===== config.mk =====
export PLATFORM = sky130hd
export DESIGN_NAME = unified_mem_arbiter_flat
export DESIGN_NICKNAME = d
export VERILOG_FILES = /design/src/rtl/mem_arb_pkg.sv /design/src/rtl/unified_mem_arbiter_if.sv /design/src/rtl/wait_counter.sv /design/src/rtl/unified_mem_arbiter.sv /design/src/flat_wrapper.sv
export SDC_FILE = /design/constraint.sdc
export NUM_CORES = 1
export LEC_CHECK = 0
export CAP_MARGIN = 20
export CORE_AREA = 5 5 93 117
export CTS_CLUSTER_DIAMETER = 80
export DETAILED_ROUTE_END_ITERATION = 8
export DIE_AREA = 0 0 98 122
export MAX_ROUTING_LAYER = met4
export PLACE_DENSITY = 0.84
export SLEW_MARGIN = 20
export SYNTH_ARGS = -nofsm -noshare
export SYNTH_HDL_FRONTEND = slang
export SYNTH_HIERARCHICAL = 1
export SYNTH_SLANG_ARGS = --single-unit

===== constraint.sdc =====
create_clock -name clk -period 7.6 [get_ports clk]
set_input_delay 1.14 -clock clk [delete_from_list [all_inputs] [get_ports clk]]
set_output_delay 1.14 -clock clk [all_outputs]
set_load 0.01 [all_outputs]

===== src/rtl/mem_arb_pkg.sv =====
// Shared types and constants for the unified memory arbiter.
//   state_t : arbiter FSM states
//   owner_t : which requester holds the current grant
//   req_t   : request payload presented to the grant latch
package mem_arb_pkg;

  localparam int unsigned DATA_W              = 32;
  localparam int unsigned DEFAULT_WAIT_CYCLES = 3;

  typedef enum logic [1:0] {
    ST_IDLE,
    ST_ACCESS,
    ST_RESP
  } state_t;

  typedef enum logic {
    OWN_INST,
    OWN_DATA
  } owner_t;

  typedef struct packed {
    logic              we;
    logic [DATA_W-1:0] addr;
    logic [DATA_W-1:0] wdata;
  } req_t;

endpackage


===== src/rtl/unified_mem_arbiter_if.sv =====
// Requester-side bus of the unified memory arbiter.
//   master : fetch/MEM stages (drive requests, receive ready/rdata/freezes)
//   slave  : arbiter
interface unified_mem_arbiter_if;

  logic        if_req;
  logic [31:0] if_addr;
  logic [31:0] if_rdata;
  logic        if_ready;
  logic        mem_rd_en;
  logic        mem_wr_en;
  logic [31:0] mem_addr;
  logic [31:0] mem_wdata;
  logic [31:0] mem_rdata;
  logic        mem_ready;
  logic        freeze_if;
  logic        freeze_pipe;

  modport master (
    output if_req, if_addr, mem_rd_en, mem_wr_en, mem_addr, mem_wdata,
    input  if_rdata, if_ready, mem_rdata, mem_ready, freeze_if, freeze_pipe
  );

  modport slave (
    input  if_req, if_addr, mem_rd_en, mem_wr_en, mem_addr, mem_wdata,
    output if_rdata, if_ready, mem_rdata, mem_ready, freeze_if, freeze_pipe
  );

endinterface


===== src/rtl/wait_counter.sv =====
// Loadable down-counter that sequences the SRAM wait states.
//   load/load_val : preset the count (wins over dec)
//   dec           : decrement, saturating at zero
//   zero_c        : count is zero
module wait_counter #(
  parameter int unsigned CNT_W = 2
) (
  input  logic             clk,
  input  logic             rst,
  input  logic             load,
  input  logic [CNT_W-1:0] load_val,
  input  logic             dec,
  output logic             zero_c
);

  logic [CNT_W-1:0] cnt;

  always_ff @(posedge clk or posedge rst) begin
    if (rst) begin
      cnt <= '0;
    end else if (load) begin
      cnt <= load_val;
    end else if (dec && (cnt != '0)) begin
      cnt <= cnt - CNT_W'(1);
    end
  end

  assign zero_c = (cnt == '0);

endmodule


===== src/rtl/unified_mem_arbiter.sv =====
// Shares one single-port word SRAM between instruction fetch and the MEM
// stage; data has fixed priority, each access takes WAIT_CYCLES SRAM cycles
// plus one response cycle, and the freeze outputs hold the pipeline meanwhile.
//   clk, rst            : clock, async active-high reset
//   bus (slave)         : fetch/data requests, ready pulses, rdata, freezes
//   sram_en/we/addr/wdata : registered SRAM controls
//   sram_rdata          : SRAM read data, valid the cycle after a read cycle
module unified_mem_arbiter
  import mem_arb_pkg::*;
#(
  parameter int unsigned ADDR_W      = 10,
  parameter int unsigned WAIT_CYCLES = DEFAULT_WAIT_CYCLES
) (
  input  logic                  clk,
  input  logic                  rst,
  unified_mem_arbiter_if.slave  bus,
  output logic                  sram_en,
  output logic                  sram_we,
  output logic [ADDR_W-1:0]     sram_addr,
  output logic [DATA_W-1:0]     sram_wdata,
  input  logic [DATA_W-1:0]     sram_rdata
);

  localparam int unsigned CNT_W = $clog2(WAIT_CYCLES) + 1;

  state_t            state;
  owner_t            owner;
  logic [DATA_W-1:0] rdata_q;
  logic              if_ready_q;
  logic              mem_ready_q;

  logic              data_req_c;
  logic              any_req_c;
  req_t              grant_req_c;
  logic              cnt_zero_c;
  logic              freeze_pipe_c;

  assign data_req_c = bus.mem_rd_en | bus.mem_wr_en;
  assign any_req_c  = data_req_c | bus.if_req;

  // Payload of the winning requester; data beats fetch. With rd and wr both
  // set, mem_wr_en alone decides the op, so the write takes effect.
  always_comb begin
    grant_req_c = '{we: 1'b0, addr: bus.if_addr, wdata: '0};
    if (data_req_c) begin
      grant_req_c = '{we: bus.mem_wr_en, addr: bus.mem_addr, wdata: bus.mem_wdata};
    end
  end

  // Byte-offset and above-depth address bits are intentionally dropped.
  logic unused_addr_bits;
  assign unused_addr_bits = ^{grant_req_c.addr[DATA_W-1:ADDR_W+2], grant_req_c.addr[1:0]};

  wait_counter #(
    .CNT_W (CNT_W)
  ) u_wait_counter (
    .clk      (clk),
    .rst      (rst),
    .load     ((state == ST_IDLE) && any_req_c),
    .load_val (CNT_W'(WAIT_CYCLES - 1)),
    .dec      (state == ST_ACCESS),
    .zero_c   (cnt_zero_c)
  );

  // Arbitration FSM with grant/operand latches and registered outputs.
  always_ff @(posedge clk or posedge rst) begin
    if (rst) begin
      state       <= ST_IDLE;
      owner       <= OWN_INST;
      sram_en     <= 1'b0;
      sram_we     <= 1'b0;
      sram_addr   <= '0;
      sram_wdata  <= '0;
      rdata_q     <= '0;
      if_ready_q  <= 1'b0;
      mem_ready_q <= 1'b0;
    end else begin
      if_ready_q  <= 1'b0;
      mem_ready_q <= 1'b0;
      case (state)
        ST_IDLE: begin
          if (any_req_c) begin
            owner      <= data_req_c ? OWN_DATA : OWN_INST;
            sram_en    <= 1'b1;
            sram_we    <= grant_req_c.we;
            sram_addr  <= grant_req_c.addr[ADDR_W+1:2];
            sram_wdata <= grant_req_c.wdata;
            state      <= ST_ACCESS;
          end
        end
        ST_ACCESS: begin
          if (cnt_zero_c) begin
            rdata_q     <= sram_rdata;
            sram_en     <= 1'b0;
            sram_we     <= 1'b0;
            if_ready_q  <= (owner == OWN_INST);
            mem_ready_q <= (owner == OWN_DATA);
            state       <= ST_RESP;
          end
        end
        ST_RESP: begin
          state <= ST_IDLE;
        end
        default: begin
          state <= ST_IDLE;
        end
      endcase
    end
  end

  assign bus.if_ready  = if_ready_q;
  assign bus.mem_ready = mem_ready_q;
  assign bus.if_rdata  = rdata_q;
  assign bus.mem_rdata = rdata_q;

  // Freezes drop in the ready cycle so the pipeline advances on its closing edge.
  assign freeze_pipe_c   = data_req_c & ~mem_ready_q;
  assign bus.freeze_pipe = freeze_pipe_c;
  assign bus.freeze_if   = freeze_pipe_c | (bus.if_req & ~if_ready_q);

endmodule


===== src/flat_wrapper.sv =====
// flat-port wrapper written by rule: the top's interface ports become plain ports
module unified_mem_arbiter_flat import mem_arb_pkg::*;
#(
  parameter int unsigned ADDR_W      = 10,
  parameter int unsigned WAIT_CYCLES = DEFAULT_WAIT_CYCLES
)
  (clk, rst, sram_en, sram_we, sram_addr, sram_wdata, sram_rdata, bus_if_req, bus_if_addr, bus_mem_rd_en, bus_mem_wr_en, bus_mem_addr, bus_mem_wdata, bus_if_rdata, bus_if_ready, bus_mem_rdata, bus_mem_ready, bus_freeze_if, bus_freeze_pipe);
  unified_mem_arbiter_if bus_i ();
  input  logic clk;
  input  logic rst;
  output logic sram_en;
  output logic sram_we;
  output logic [ADDR_W-1:0] sram_addr;
  output logic [DATA_W-1:0] sram_wdata;
  input  logic [DATA_W-1:0] sram_rdata;
  input wire logic [$bits(bus_i.if_req)-1:0] bus_if_req;
  input wire logic [$bits(bus_i.if_addr)-1:0] bus_if_addr;
  input wire logic [$bits(bus_i.mem_rd_en)-1:0] bus_mem_rd_en;
  input wire logic [$bits(bus_i.mem_wr_en)-1:0] bus_mem_wr_en;
  input wire logic [$bits(bus_i.mem_addr)-1:0] bus_mem_addr;
  input wire logic [$bits(bus_i.mem_wdata)-1:0] bus_mem_wdata;
  output wire logic [$bits(bus_i.if_rdata)-1:0] bus_if_rdata;
  output wire logic [$bits(bus_i.if_ready)-1:0] bus_if_ready;
  output wire logic [$bits(bus_i.mem_rdata)-1:0] bus_mem_rdata;
  output wire logic [$bits(bus_i.mem_ready)-1:0] bus_mem_ready;
  output wire logic [$bits(bus_i.freeze_if)-1:0] bus_freeze_if;
  output wire logic [$bits(bus_i.freeze_pipe)-1:0] bus_freeze_pipe;
  assign bus_i.if_req = bus_if_req;
  assign bus_i.if_addr = bus_if_addr;
  assign bus_i.mem_rd_en = bus_mem_rd_en;
  assign bus_i.mem_wr_en = bus_mem_wr_en;
  assign bus_i.mem_addr = bus_mem_addr;
  assign bus_i.mem_wdata = bus_mem_wdata;
  assign bus_if_rdata = bus_i.if_rdata;
  assign bus_if_ready = bus_i.if_ready;
  assign bus_mem_rdata = bus_i.mem_rdata;
  assign bus_mem_ready = bus_i.mem_ready;
  assign bus_freeze_if = bus_i.freeze_if;
  assign bus_freeze_pipe = bus_i.freeze_pipe;
  unified_mem_arbiter #(.ADDR_W(ADDR_W), .WAIT_CYCLES(WAIT_CYCLES)) u_core (.clk(clk), .rst(rst), .bus(bus_i), .sram_en(sram_en), .sram_we(sram_we), .sram_addr(sram_addr), .sram_wdata(sram_wdata), .sram_rdata(sram_rdata));
endmodule

# After elaboration in Yosys (flattened, before gate mapping)
# Cells that the tools add are included.
# totals
reg_bits,84
in_bits,133
out_inout_bits,112
wordCells,49
# classes
n_addsub,1
eq_ne,3
muxes,16
n_bitwise,8
reduce_logical,11
# op_table
operator,n
$mux W65,1
$mux W1,8
$mux W3,2
$reduce_and A2 Y1,3
$mux W2,2
$ne A2 B1 Y1 const B,2
$pmux W1 S2,2
$pmux W2 S2,1
$reduce_bool A2 Y1,2
$logic_not A3 Y1,1
$not A1 Y1,3
$or A1 B1 Y1,3
$reduce_and A3 Y1,1
$reduce_bool A3 Y1,1
$sub A3 B1 Y3 const B,1
$and A1 B1 Y1,2
$eq A2 B1 Y1 const B,1
$logic_and A1 B1 Y1,2
$logic_not A2 Y1,1

# Longest topological paths before layout
# Gate-level depths: netlist of run 1.
# logic_depth
ltp_word,4
ltp_mapped,8

# Cells and area by module
# Netlist of run 1, hierarchy kept.
# by_module_without_submodules
mod,instances,cells_each,area_each_um2,seq_area_each_um2
unified_mem_arbiter,1,234,3368.2,2026.9
wait_counter,1,20,193.9,75.1

# Worst setup path after synthesis of run 1
# Ideal clock, no wire load.
# synth_timing
path_kind,in2out
start,input port bus_mem_wr_en
end,output port bus_freeze_if
t_arrival_ns,1.599
setup_slack_ns,4.861
path_stages,3
n_path_buf,1
path_cell_list,nor2_2 > buf_6 > o22ai_1
# synth_via
elab_chain_cells,3
# synth_lines
item,line,text
start: declaration,flat_wrapper.sv:19,input wire logic [$bits(bus_i.mem_wr_en)-1:0] bus_mem_wr_en;
$or A1 B1 Y1,unified_mem_arbiter.sv:38,assign data_req_c = bus.mem_rd_en | bus.mem_wr_en;
$and A1 B1 Y1,unified_mem_arbiter.sv:117,assign freeze_pipe_c = data_req_c & ~mem_ready_q;
$or A1 B1 Y1,unified_mem_arbiter.sv:119,assign bus.freeze_if = freeze_pipe_c | (bus.if_req & ~if_ready_q);
end: declaration,flat_wrapper.sv:26,output wire logic [$bits(bus_i.freeze_if)-1:0] bus_freeze_if;
# Every way passes these cells.

# Final worst setup path of run 1
# Same ends and word-level chain as after synthesis.

==> key figures, run 1 <==
Outcome
  • Outcome: completed

STA
  • Max-slew headroom: 41.7%
  • Worst-Margin Slew: 0.873 ns
  • Max-slew violations: 0
  • Clock skew: 0.00686 ns
  • Maximum clock rate: 236 MHz
  • RSZ-0062 raised after global routing: false
  • Setup TNS Final: 0 ns
  • PnR worst setup slack: 3.37 ns
  • Final worst path period share: 55.6%
  • Final hold viol count: 0
  • Endpoints failing setup: 0
  • Shortest period the worst path allows: 4.23 ns

Power and ir drop
  • Power, Total: 0.00258 W
  • Worst IR Drop VDD: 0.211 mV
  • Combinational Power Share: 50.5%
  • NetSw: 0.000822 W
  • LEAKAGE: 2.46 nW
  • Clock group share of total power: 17.9%
  • Sequential power share: 31.6%
  • Cell Pwr Density: 447 nW/µm²
  • P_int: 0.00176 W
  • Switching share of power: 31.8%

Hold path
  • Hold wc startpoint: u_core/owner$_DFFE_PP0P_
  • Hold depth: 1
  • Worst Hold End: u_core/bus.if_ready$_DFF_PP0_
  • Tightest Hold Check Type: flop to flop

Critical path
  • Crit path top cell by count: clkdlybuf4s50_1
  • Worst R2R End: u_core/bus.if_rdata[4]$_DFFE_PP0P_
  • Flop2flop setup slack: 5.62 ns
  • Worst Path Arrival: 3.09 ns
  • CP max stage delay: 0.72 ns
  • Worst-path cell chain: clkdlybuf4s50_1 -> nor2_2 -> o22ai_1 -> clkdlybuf4s50_1
  • CP Capture Type: output pin
  • CP Data Required Time: 6.46 ns
  • R2r startpoint: u_core/u_wait_counter/cnt[0]$_DFFE_PP0P_
  • Crit Path Max Fanout: 13
  • Setup Crit Path Kind: input pin to output pin
  • Critical path's slowest cell: nor2_2
  • R2R depth: 6
  • Startpoint types: input pin

Clocking
  • H-Tree Depth: 3
  • Worst-Skew Late Latency: 0.34 ns
  • TritonCTS buffer count: 9
  • Bufs on Longest Clock Path: 2
  • CTS root buffer: clkbuf_16
  • CTS Sinks: 84
  • CTS tree: done
  • Post-CTS sizing: 0
  • Clock-pin slew on the worst setup and hold paths: 0.06 ns
  • Post-cts hold buffer count: 0
  • Post-CTS Repair Setup Buffers: 0

Drt
  • Drt drc: 0
  • Final WL: 9520 µm
  • DR iter-0 viols: 93
  • Routed wire per std cell: 17.0 µm
  • Vias/cell: 4.75
  • Vias: 2658
  • Detailed Routing Iterations Pass 1: 4
  • Post-DRT Antenna Nets: 0

Global routing
  • Remaining Overflow, GRT: 0
  • Largest net degree at the start of global routing: 46
  • Initial antenna violation count: 0
  • Number of global-route vias before repair: 2825
  • M1 GR Usage: 18.5%
  • Total GRT Usage: 16.4%
  • Global route hottest layer: met2
  • Met3 Use GR: 3.84%
  • First-pass GRT wire length: 14900 µm
  • GR Util met2: 27.5%

Synth
  • Synth Area in XOR/XNOR: 0%
  • Post-synthesis mux area share: 16.9%
  • Sequential area share after synthesis: 59.0%
  • Synthesized cell area: 3560 µm²
  • #FFs+latches synth: 84
  • Largest family of logic cells by synthesized area: multiplexers
  • Syn avg cell area: 14.0 µm²
  • Cells after synthesis: 254
  • Ys Warns: 6
  • Adder and majority gate portion of the synthesized area: 0.702%
  • Synth unique cells: 30
  • Synth Area in Simple Gates: 3.34%
  • Synth Area in Compound Gates: 9.87%

Place
  • RD Place Congestion: 0.783
  • Worst slack, placed: 3.31 ns
  • Detailed placement HPWL: 7300 µm
  • Area after DPL: 5460 µm²
  • PortBufs: 200

Die
  • Die Y: 122 µm
  • Die Area: 12000 µm²
  • Core ar.: 9800 µm²
  • Number of placed I/O pins: 245
  • Die extent in x: 98 µm
  • Initial core utilization: 36.4%
  • Cell Rows: 41

Finish
  • Layout cells sized above 1: 17.9%
  • Layout area overhead: 62.0%
  • Antenna diode count: 0
  • Final #Nets: 561
  • Post-route cell area: 5770 µm²

Flow run
  • Max_cap viols: 0
worst max-delay path by stage:
stage / end / start / slack (ns)
3_3_place_gp: bus_freeze_if / bus_mem_wr_en / 3.31
6_report: bus_freeze_if / bus_mem_wr_en / 3.37
5_1_grt: bus_freeze_if / bus_mem_wr_en / 3.22
4_1_cts: bus_freeze_if / bus_mem_wr_en / 3.29
3_5_place_dp: bus_freeze_if / bus_mem_wr_en / 3.31
2_1_floorplan: u_core/bus.if_rdata[0]$_DFFE_PP0P_ / rst / 4.38
cells by family after synthesis:
family | Yosys count
compound gates | 40
flops | 84
other cells | 2
simple gates | 20
mux | 52
fa+ha+maj | 2
buf+inv | 54
area by class of cell:
cell class / instances / area, µm²
repair buffers: 204 / 2040
clock buffers: 9 / 225
well taps: 129 / 161
inverters: 10 / 38.8
multi-input cells: 117 / 1110
fillers: 792 / 4030
clock inverters: 7 / 91.3
flip-flops and latches: 84 / 2100
layout by cell type, fill, tap and decap left out, drive strengths merged, types with 4 or more instances in the layout:
master         count
mux2              52
clkdlybuf4s50    200
dfrtp             84
buf                4
a22o              32
nor2               5
clkinv             5
nand2              5
inv                9
clkbuf             9
worst max-delay path, delay by kind of cell:
family / cells / cell delay (ns)
AOI/OAI and AO/OA: 1 / 0.21
buffers and inverters: 2 / 1.01
and+or+nand+nor: 1 / 0.72
per-stage QoR:
step / hold slack [ns] / util (%) / instances
floorplan: 0.403 / - / 255
global placement: 0.416 / 55.5 / 543
detailed placement: 0.419 / 55.7 / 544
CTS: 0.446 / 58.9 / 560
global route: 0.469 / 58.9 / 560
finish: 0.435 / 58.9 / 560
synth_stat cells (all sizes together):
library cell	instances	area [µm²]
dfrtp	84	2100
mux2	52	601
buf	43	315
a22o	32	280
inv	10	37.5
nand2	5	18.8
nor2	5	21.3
or4b	3	30.0
conb	2	7.51
ha	2	25.0
nand2b	2	12.5
o311ai	2	17.5
a21oi	1	5.00
a31o	1	8.76
and2	1	6.26
clkbuf	1	3.75
nand3b	1	7.51
nor2b	1	6.26
nor3	1	10.0
o211ai	1	7.51
o21ai	1	5.00
o22ai	1	6.26
o31ai	1	21.3
or2	1	6.26
flip-flops by register name (all words and copies together) (netlist names):
register                   flops
u_core/u_wait_counter/cnt      3
u_core/sram_en                 1
u_core/owner                   1
u_core/sram_wdata             32
u_core/sram_addr              10
u_core/bus.if_rdata           32
u_core/state                   2
u_core/sram_we                 1
u_core/bus.mem_ready           1
u_core/bus.if_ready            1
power by group through the flow:
| stage | sequential, W | clock, W | combinational [W] |
|---|---|---|---|
| 2_1_floorplan | 0.000895 | 0 | 0.000619 |
| 3_3_place_gp | 0.000809 | 0 | 0.00128 |
| 3_5_place_dp | 0.000823 | 0 | 0.00132 |
| 4_1_cts | 0.000819 | 0.000471 | 0.00132 |
| 5_1_grt | 0.000845 | 0.000494 | 0.00139 |
| 6_report | 0.000816 | 0.000461 | 0.00130 |
metal layers:
metal,share of wire (%),wire length (µm),up-vias
li1,-,-,1209
met1,38,3650,1317
met2,54,5090,113
met3,6.1,579,19
met4,2.1,196,0
met5,0,0,-
No activity file was read; power rests on OpenSTA's default activity.
==> inputs of run 2 (changes only) <==
--- a/config.mk
+++ b/config.mk
@@ -6,12 +6,12 @@
 export NUM_CORES = 1
 export LEC_CHECK = 0
 export CAP_MARGIN = 20
-export CORE_AREA = 5 5 93 117
+export CORE_AREA = 5 5 97 121
 export CTS_CLUSTER_DIAMETER = 80
 export DETAILED_ROUTE_END_ITERATION = 8
-export DIE_AREA = 0 0 98 122
+export DIE_AREA = 0 0 102 126
 export MAX_ROUTING_LAYER = met4
-export PLACE_DENSITY = 0.84
+export PLACE_DENSITY = 0.78
 export SLEW_MARGIN = 20
 export SYNTH_ARGS = -nofsm -noshare
 export SYNTH_HDL_FRONTEND = slang
==> constraint.sdc (replaced) <==
create_clock -name clk -period 4.4 [get_ports clk]
set_input_delay 0.66 -clock clk [delete_from_list [all_inputs] [get_ports clk]]
set_output_delay 0.66 -clock clk [all_outputs]
set_load 0.01 [all_outputs]
==> run 2 against run 1 <==
Total power up 70%. Highest routed layer unchanged. Clock power grew 56%. Setup slack worse by 2.2 ns. Combinational power increased by 73%.
==> key figures, run 2 (synthesis gave the netlist of run 1 again) <==
Outcome
  • Outcome: completed (unchanged)

Clocking
  • CTS tree: done (unchanged)
  • Post-CTS sizing: 0 (unchanged)
  • Worst-Skew Late Latency: 0.33 ns (was 0.34 ns)
  • Post-cts hold buffer count: 0 (unchanged)
  • TritonCTS buffer count: 9 (unchanged)
  • CTS root buffer: clkbuf_16 (unchanged)
  • CTS Sinks: 84 (unchanged)
  • Clock-pin slew on the worst setup and hold paths: 0.06 ns (about the same)
  • Post-CTS Repair Setup Buffers: 0 (unchanged)
  • Bufs on Longest Clock Path: 2 (unchanged)
  • H-Tree Depth: 3 (unchanged)

STA
  • Final hold viol count: 0 (unchanged)
  • Endpoints failing setup: 0 (unchanged)
  • Final worst path period share: 74.4%
  • Clock skew: 0.00528 ns (was 0.00686 ns)
  • Max-slew headroom: 40.3% (was 41.7%)
  • Setup TNS Final: 0 ns (unchanged)
  • Maximum clock rate: 305 MHz
  • Fin Hold WS: 0.437 ns (was 0.435 ns)
  • RSZ-0062 raised after global routing: false (unchanged)
  • Max-slew violations: 0 (unchanged)
  • Shortest period the worst path allows: 3.28 ns
  • Worst-Margin Slew: 0.895 ns (was 0.873 ns)

Die
  • Die extent in x: 102 µm (was 98 µm)
  • Core ar.: 10500 µm² (was 9800 µm²)
  • Die Y: 126 µm (was 122 µm)
  • Cell Rows: 42 (was 41)
  • Die Area: 12900 µm² (was 12000 µm²)
  • Initial core utilization: 34.1% (was 36.4%)
  • Number of placed I/O pins: 245 (unchanged)

Place
  • PortBufs: 200 (unchanged)
  • Detailed placement HPWL: 7360 µm (was 7300 µm)
  • DP Cell Count: 547 (was 544)
  • Area after DPL: 5460 µm² (about the same)
  • RD Place Congestion: 0.702 (was 0.783)

Critical path
  • Startpoint types: input pin (unchanged)
  • Critical path's slowest cell: nor2_2 (unchanged)
  • Worst Path Arrival: 2.62 ns (was 3.09 ns)
  • Crit Path Max Fanout: 13 (unchanged)
  • CP Capture Type: output pin (unchanged)
  • Top Family by Delay on Critical Path: buffers and inverters (unchanged)
  • Crit path top cell by count: clkdlybuf4s50_1 (unchanged)
  • Worst-path cell chain: clkdlybuf4s50_1 -> nor2_2 -> o22ai_1 -> clkdlybuf4s50_1 (unchanged)
  • CP Data Required Time: 3.74 ns (was 6.46 ns)
  • Crit path buf inv count: 2 (unchanged)
  • Setup Crit Path Kind: input pin to output pin (unchanged)
  • CP max stage delay: 0.73 ns (was 0.72 ns)

Finish
  • Final std cells w/o fill: 563 (was 560)
  • Layout area overhead: 61.3% (was 62.0%)
  • Commonest non-fill, non-tap cell in the layout: clkdlybuf4s50_1 (unchanged)
  • Layout cells sized above 1: 17.4% (was 17.9%)
  • Antenna diode count: 0 (unchanged)
  • Post-route cell area: 5740 µm² (was 5770 µm²)
  • Final #Nets: 561 (unchanged)
  • Commonest cells after routing, fill and taps aside: 200 x clkdlybuf4s50_1, 84 x dfrtp_1, 47 x mux2_2 (unchanged)

Global routing
  • Initial antenna violation count: 0 (unchanged)
  • First-pass GRT wire length: 14700 µm (was 14900 µm)
  • Number of global-route vias before repair: 2780 (was 2825)
  • Total GRT Usage: 15.3% (was 16.4%)
  • Largest net degree at the start of global routing: 46 (unchanged)
  • Remaining Overflow, GRT: 0 (unchanged)

Hold path
  • Tightest Hold Check Type: flop to flop (unchanged)

Power and ir drop
  • Worst IR Drop VDD: 0.375 mV (was 0.211 mV)
  • LEAKAGE: 2.44 nW (was 2.46 nW)
  • Cell Pwr Density: 762 nW/µm² (was 447 nW/µm²)
  • Power, Total: 0.00438 W (was 0.00258 W)

Drt
  • Drt drc: 0 (unchanged)
  • DR iter-0 viols: 37 (was 93)
  • Routed wire per std cell: 16.9 µm (was 17.0 µm)
  • Vias/cell: 4.62 (was 4.75)
  • Detailed Routing Iterations Pass 1: 3 (was 4)
  • Final WL: 9540 µm (was 9520 µm)
  • Post-DRT Antenna Nets: 0 (unchanged)
  • Vias: 2601 (was 2658)

Flow run
  • Max_cap viols: 0 (unchanged)
[run 2: path summary, 6_finish.rpt]
| kind | startpoint | to | slack [ns] | cells after the start |
|---|---|---|---|---|
| max in group asynchronous | rst | u_core/bus.if_rdata[29]$_DFFE_PP0P_ | 2.65 | 3 |
| setup / recovery | bus_mem_wr_en | bus_freeze_if | 1.12 | 4 |
| hold / removal | u_core/owner$_DFFE_PP0P_ | u_core/bus.if_ready$_DFF_PP0_ | 0.44 | 1 |
| hold reg to reg | u_core/owner$_DFFE_PP0P_ | u_core/bus.if_ready$_DFF_PP0_ | 0.44 | 1 |
| min in group asynchronous | rst | u_core/u_wait_counter/cnt[0]$_DFFE_PP0P_ | 0.57 | 2 |
| setup reg to reg | u_core/u_wait_counter/cnt[0]$_DFFE_PP0P_ | u_core/bus.if_rdata[29]$_DFFE_PP0P_ | 2.42 | 6 |
[run 2: per-stage QoR]
| step | setup WS, ns | utilization [%] |
|---|---|---|
| after detailed placement | 1.06 | 52.2 |
| after CTS | 1.06 | 54.9 |
| after global routing | 0.993 | 54.9 |
| after floorplan | 1.66 | - |
| final | 1.12 | 54.9 |
| after global placement | 1.10 | 52.1 |
[run 2: power breakdown]
group | internal, W | total, W | switching, W | leakage [nW]
Sequential | 0.00116 | 0.00141 | 0.000247 | 1.01
Clock | 0.000437 | 0.000718 | 0.000282 | 0.139
Combinational | 0.00138 | 0.00225 | 0.000870 | 1.29
[run 2: layout make-up]
cell class	instances	area [µm²]
Fill cell	886	4710
Sequential cell	84	2100
Timing Repair Buffer	204	2040
Multi-Input combinational cell	117	1110
Clock buffer	11	233
Tap cell	132	165
Clock inverter	5	52.6
Inverter	10	38.8
[run 2: metal layers]
layer | GRT usage, % | share of wire (%) | up-vias
met5 | - | 0 | -
met4 | 5.64 | 1.9 | 0
met3 | 3.65 | 7.9 | 15
met2 | 26.8 | 54 | 110
met1 | 16.6 | 36 | 1265
li1 | - | - | 1211
[run 2: worst register-to-register path: cells and delay by family, from the launching register on]
| kind | cells | cell delay, ns |
|---|---|---|
| flops | 1 | 0.37 |
| buf+inv | 2 | 0.47 |
| mux | 1 | 0.42 |
| fa+ha+maj | 2 | 0.45 |
| simple gates | 1 | 0.15 |
